==> src/rtl/coin_pkg.sv <==
// Shared constants for the coin acceptor front end: credit width,
// default threshold/saturation and the credit value of each coin type.
package coin_pkg;

    localparam int CREDIT_W       = 4;
    localparam int SEG_W          = 7;
    localparam int DEF_THRESHOLD  = 10;
    localparam int DEF_MAX_CREDIT = 15;
    localparam int COIN_100_VAL   = 1;
    localparam int COIN_500_VAL   = 5;

endpackage

==> src/rtl/hex_to_seg7.sv <==
// Combinational hex digit to active-low seven-segment decoder.
// Output bit 0 drives segment a, bit 6 drives segment g.
module hex_to_seg7
    import coin_pkg::*;
(
    input  logic [CREDIT_W-1:0] i_hex,
    output logic [SEG_W-1:0]    o_seg
);

    // Patterns are written g..a, a zero lights the segment
    always_comb begin
        o_seg = 7'b1111111;
        case (i_hex)
            4'h0: o_seg = 7'b1000000;
            4'h1: o_seg = 7'b1111001;
            4'h2: o_seg = 7'b0100100;
            4'h3: o_seg = 7'b0110000;
            4'h4: o_seg = 7'b0011001;
            4'h5: o_seg = 7'b0010010;
            4'h6: o_seg = 7'b0000010;
            4'h7: o_seg = 7'b1111000;
            4'h8: o_seg = 7'b0000000;
            4'h9: o_seg = 7'b0010000;
            4'hA: o_seg = 7'b0001000;
            4'hB: o_seg = 7'b0000011;
            4'hC: o_seg = 7'b1000110;
            4'hD: o_seg = 7'b0100001;
            4'hE: o_seg = 7'b0000110;
            4'hF: o_seg = 7'b0001110;
            default: o_seg = 7'b1111111;
        endcase
    end

endmodule

==> src/rtl/coin_front_end.sv <==
// Coin acceptor front end: synchronizes both coin sensors, counts rising
// edges into a saturating credit register and drives full flag and display.
module coin_front_end
    import coin_pkg::*;
#(
    parameter int THRESHOLD  = DEF_THRESHOLD,
    parameter int MAX_CREDIT = DEF_MAX_CREDIT
) (
    input  logic                clock,
    input  logic                reset,
    input  logic                coin_100,
    input  logic                coin_500,
    input  logic                clear,
    output logic [CREDIT_W-1:0] total_coins,
    output logic                coins_full,
    output logic [SEG_W-1:0]    total_coins_display
);

    localparam int SUM_W = CREDIT_W + 1;
    localparam logic [SUM_W-1:0]    MAX_C    = SUM_W'(MAX_CREDIT);
    localparam logic [CREDIT_W-1:0] THRESH_C = CREDIT_W'(THRESHOLD);

    // Bit 0 is the 100 sensor, bit 1 the 500 sensor
    logic [1:0]          r_meta;
    logic [1:0]          r_sync;
    logic [1:0]          r_prev;
    logic [1:0]          w_edge;
    logic [SUM_W-1:0]    w_add;
    logic [SUM_W-1:0]    w_sum;
    logic [CREDIT_W-1:0] r_total;

    // Flops reset to 1 so a sensor already high at release looks "old"
    always_ff @(posedge clock or posedge reset) begin
        if (reset) begin
            r_meta <= '1;
            r_sync <= '1;
            r_prev <= '1;
        end else begin
            r_meta <= {coin_500, coin_100};
            r_sync <= r_meta;
            r_prev <= r_sync;
        end
    end

    assign w_edge = r_sync & ~r_prev;

    // Sum is one bit wider than the credit so overflow is visible before saturating
    always_comb begin
        w_add = '0;
        if (w_edge[0]) w_add = w_add + SUM_W'(COIN_100_VAL);
        if (w_edge[1]) w_add = w_add + SUM_W'(COIN_500_VAL);
        w_sum = {1'b0, r_total} + w_add;
    end

    always_ff @(posedge clock or posedge reset) begin
        if (reset) begin
            r_total <= '0;
        end else if (clear) begin
            r_total <= '0;
        end else if (w_sum > MAX_C) begin
            r_total <= MAX_C[CREDIT_W-1:0];
        end else begin
            r_total <= w_sum[CREDIT_W-1:0];
        end
    end

    assign total_coins = r_total;
    assign coins_full  = (r_total >= THRESH_C);

    hex_to_seg7 u_seg (
        .i_hex (r_total),
        .o_seg (total_coins_display)
    );

endmodule

==> config.mk <==
export PLATFORM = sky130hd
export DESIGN_NAME = coin_front_end
export DESIGN_NICKNAME = d
export VERILOG_FILES = /design/src/rtl/coin_pkg.sv /design/src/rtl/hex_to_seg7.sv /design/src/rtl/coin_front_end.sv
export SDC_FILE = /design/constraint.sdc
export NUM_CORES = 1
export LEC_CHECK = 0
export ABC_CLOCK_PERIOD_IN_PS = 5800
export CAP_MARGIN = 0
export CORE_MARGIN = 2
export CORE_UTILIZATION = 51
export CTS_CLUSTER_DIAMETER = 60
export DETAILED_ROUTE_END_ITERATION = 6
export HOLD_SLACK_MARGIN = 0.02
export PLACE_DENSITY_LB_ADDON = 0.1
export SLEW_MARGIN = 5
export SYNTH_ARGS = -nofsm -noshare
export SYNTH_HDL_FRONTEND = slang
export SYNTH_SLANG_ARGS = --single-unit
==> constraint.sdc <==
create_clock -name clock -period 5.8 [get_ports clock]
set_input_delay 1.16 -clock clock [delete_from_list [all_inputs] [get_ports clock]]
set_output_delay 1.16 -clock clock [all_outputs]
set_load 0.02 [all_outputs]
==> results.sh <==
export IMPL_end_kind="primary output"
export IMPL_seq_power_share=0.409
export IMPL_crit_buf_inv=2
export IMPL_worst_pin_slew_ps=694.6
export IMPL_grt_overflow=0
export IMPL_synth_area_leader_cell="dfstp_2"
export IMPL_fp_coreArea_um2=1318
export IMPL_gp_congestion=0.7965
export IMPL_rows=13
export IMPL_grt_use_total=0.1668
export IMPL_cts_tree="done"
export IMPL_drv_slew=0
export IMPL_cts_root_buf="clkbuf_4"
export IMPL_r2r_end="total_coins[3]"
export IMPL_synth_cell_types=28
export IMPL_firstDrtPassIters=2
export IMPL_fill_cells=101
export IMPL_synth_top_area_share=0.2165
export IMPL_path_class="reg -> out"
export IMPL_fp_dieH_um=41.79
export IMPL_regArea_um2=257.7
export IMPL_p_per_area_nw_per_um2=221.6
export IMPL_post_route_period_util=0.5999
export IMPL_hpwl_um=961.9
export IMPL_clkLatencyLatePin_ps=250
export IMPL_slew_limit_headroom=0.5369
export IMPL_path_cells="inv_1 > ha_1 > nor2b_4 > or3b_1 > o21ai_2 > clkdlybuf4s50_1"
export IMPL_path_delay_family="buffers and inverters"
export IMPL_worstHoldPathCells=0
export IMPL_insertedDiodeCount=0
export IMPL_ff2ff_setup_slack_ps=3690
export IMPL_via_per_inst=5.158
export IMPL_crit_required_ps=4640
export IMPL_vias=521
export IMPL_critPathLaunchType="register"
export IMPL_dpl_cell_area_um2=884.6
export IMPL_grt_pass1_wl_um=2304
export IMPL_cts_max_level=1
export IMPL_synth_area_um2=728.2
export IMPL_ctsHoldBuffers=0
export IMPL_cts_sinks=10
export IMPL_hold_end="r_sync[0]"
export IMPL_yosys_warnings=0
export IMPL_p_int_uw=137.2
export IMPL_worst_slack_ps=2321
export IMPL_crit_arrival_ps=2320
export IMPL_ir_drop_mv=0.1837
export IMPL_finalWorstPathRequiredPeriod_ps=3479
export IMPL_io_pins=17
export IMPL_portBuffers=16
export IMPL_syn_inst=69
export IMPL_min_path_type="reg -> reg"
export IMPL_hold_violations=0
export IMPL_status="finished, final reports clean"
export IMPL_drc_errors=0
export IMPL_fin_cells=101
export IMPL_rsz0062_at_grt="no"
export IMPL_synth_area_leaders="dfstp_2 22%, ha_1 17%, dfrtp_1 14%, mux2i_1 5.5%, nor2_1 4.1%"
export IMPL_swShare=0.3202
export IMPL_drv_cap=0
export IMPL_ys_ff_latch=10
export IMPL_area_growth_pct=25.09
export IMPL_dieArea_um2=1746
export IMPL_max_freq_mhz=287.4
export IMPL_yosysSeqAreaShare=0.3540
export IMPL_antenna_found_initial=0
export IMPL_tns_ps=0
export IMPL_p_sw_uw=64.64
export IMPL_nNetsFinal=103
export IMPL_crit_path_max_fanout=9
export IMPL_wl_per_cell_um=11.98
export IMPL_synth_avg_cell_area_um2=10.55
export IMPL_place_ws_ps=2581
export IMPL_setup_viol=0
export IMPL_pwr_share_clk=0.236
export IMPL_clk_pin_slew_ps=60
export IMPL_grt_max_degree=21
export IMPL_clock_skew_final_ps=2.746
export IMPL_worstReg2RegStart="r_sync[1]"
export IMPL_share_comb_of_total_power=0.355
export IMPL_wl_um=1210
export IMPL_power_leakage_uw=0.0003645
export IMPL_post_cts_buffers=0
export IMPL_die_w_um=41.79
export IMPL_clockBufferDepth=2
export IMPL_multi_input_area_um2=421.7
export IMPL_synth_nets=85
export IMPL_start_util=0.5527
export IMPL_ctsResizeCount=0
export IMPL_final_cell_area_um2=910.9
export IMPL_first_global_vias=532
export IMPL_hp_start="r_meta[0]"
export IMPL_initialDrtViolationCount=1
export IMPL_ant_nets=0
export IMPL_slowest_stage="clkdlybuf4s50_1"
export IMPL_placedCellCount=97
export IMPL_r2r_cells=8
export IMPL_cts_buffers=3
export IMPL_critical_path_max_stage_delay_ps=610
export IMPL_drive_gt1_frac=0.1628
## worst max path at each step
stage                              start                endpoint  cells past startpoint
after floorplan           total_coins[1]  total_coins_display[3]                      4
after global placement    total_coins[1]  total_coins_display[0]                      6
after detailed placement  total_coins[1]  total_coins_display[0]                      6
after CTS                 total_coins[1]  total_coins_display[0]                      6
after global routing      total_coins[1]  total_coins_display[0]                      6
final                     total_coins[1]  total_coins_display[0]                      6
## worst reg2reg max path: stages, from the launching register on
cell and delay (ps):
dfstp_2 520, nor2b_1 210, ha_1 170, ha_1 160, inv_1 60, fa_1 430, nand4b_1 120, nor2_1 70
a2111oi_2 270
## flip-flops by register name, indices dropped and copies added, names as in the netlist
| signal | flops |
|---|---|
| r_prev | 2 |
| r_meta | 2 |
| total_coins | 4 |
| r_sync | 2 |
## layout by cell type, fill, tap and decap left out, drive strengths merged, types with 2 or more instances in the layout
cell,instances
clkbuf,4
nor2,8
dfstp,6
nand2,2
dfrtp,4
clkdlybuf4s50,16
a21oi,4
ha,10
inv,7
nor2b,4
o21ai,3
mux2i,4
nor3,2
## final cells by class
class | count | share of cell area
Timing Repair Buffer | 16 | 0.1758
Sequential cell | 10 | 0.2830
Inverter | 7 | 0.02885
Tap cell | 15 | 0.02060
Multi-Input combinational cell | 49 | 0.4629
Clock buffer | 4 | 0.02885
## per-layer routing
metal	vias up	routed length (um)	GRT usage	part of all wire
li1	271	-	-	-
met1	238	570	0.2219	0.47
met5	-	0	0	0
met2	12	594	0.2906	0.49
met3	0	45	0.04348	0.037
met4	0	0	0	0
## power groups by stage
| stage | logic [uW] | registers (uW) | clock network, uW |
|---|---|---|---|
| 2_1_floorplan | 42.9 | 84.0 | 0 |
| 3_3_place_gp | 71.5 | 83.4 | 0 |
| 3_5_place_dp | 72.3 | 83.8 | 0 |
| 4_1_cts | 72.6 | 82.6 | 48.3 |
| 5_1_grt | 79.4 | 83.7 | 53.2 |
| 6_report | 71.7 | 82.5 | 47.7 |
## cell usage after synthesis
library cell	number
a2111oi_2	1
a21oi_1	4
a22o_1	1
a32o_1	1
buf_1	1
buf_4	1
buf_6	1
dfrtp_1	4
dfstp_2	6
fa_1	1
ha_1	10
inv_1	7
mux2_2	1
mux2i_1	4
mux4_2	1
nand2_1	2
nand4b_1	1
nor2_1	8
nor2b_1	3
nor2b_4	1
nor3_1	2
nor3b_1	1
o21ai_0	2
o21ai_2	1
o31a_1	1
o31ai_1	1
or3b_1	1
xnor2_1	1
## logic make-up after synthesis
group           share of synthesized area
mux                                0.1014
compound gates                     0.1220
xor+xnor                          0.01203
flops                              0.3540
simple gates                       0.1443
buf+inv                           0.06701
fa+ha+maj                          0.1993
## metrics by stage
stage,hold slack [ps],total power (uW),utilization
finish,356.7,201.9,0.6914
CTS,357.0,203.4,0.6914
global route,364.7,216.3,0.6914
global placement,345.2,154.8,0.6714
detailed placement,348.7,156.1,0.6714
floorplan,345.2,126.9,-
No activity file was read; power rests on OpenSTA's default activity.
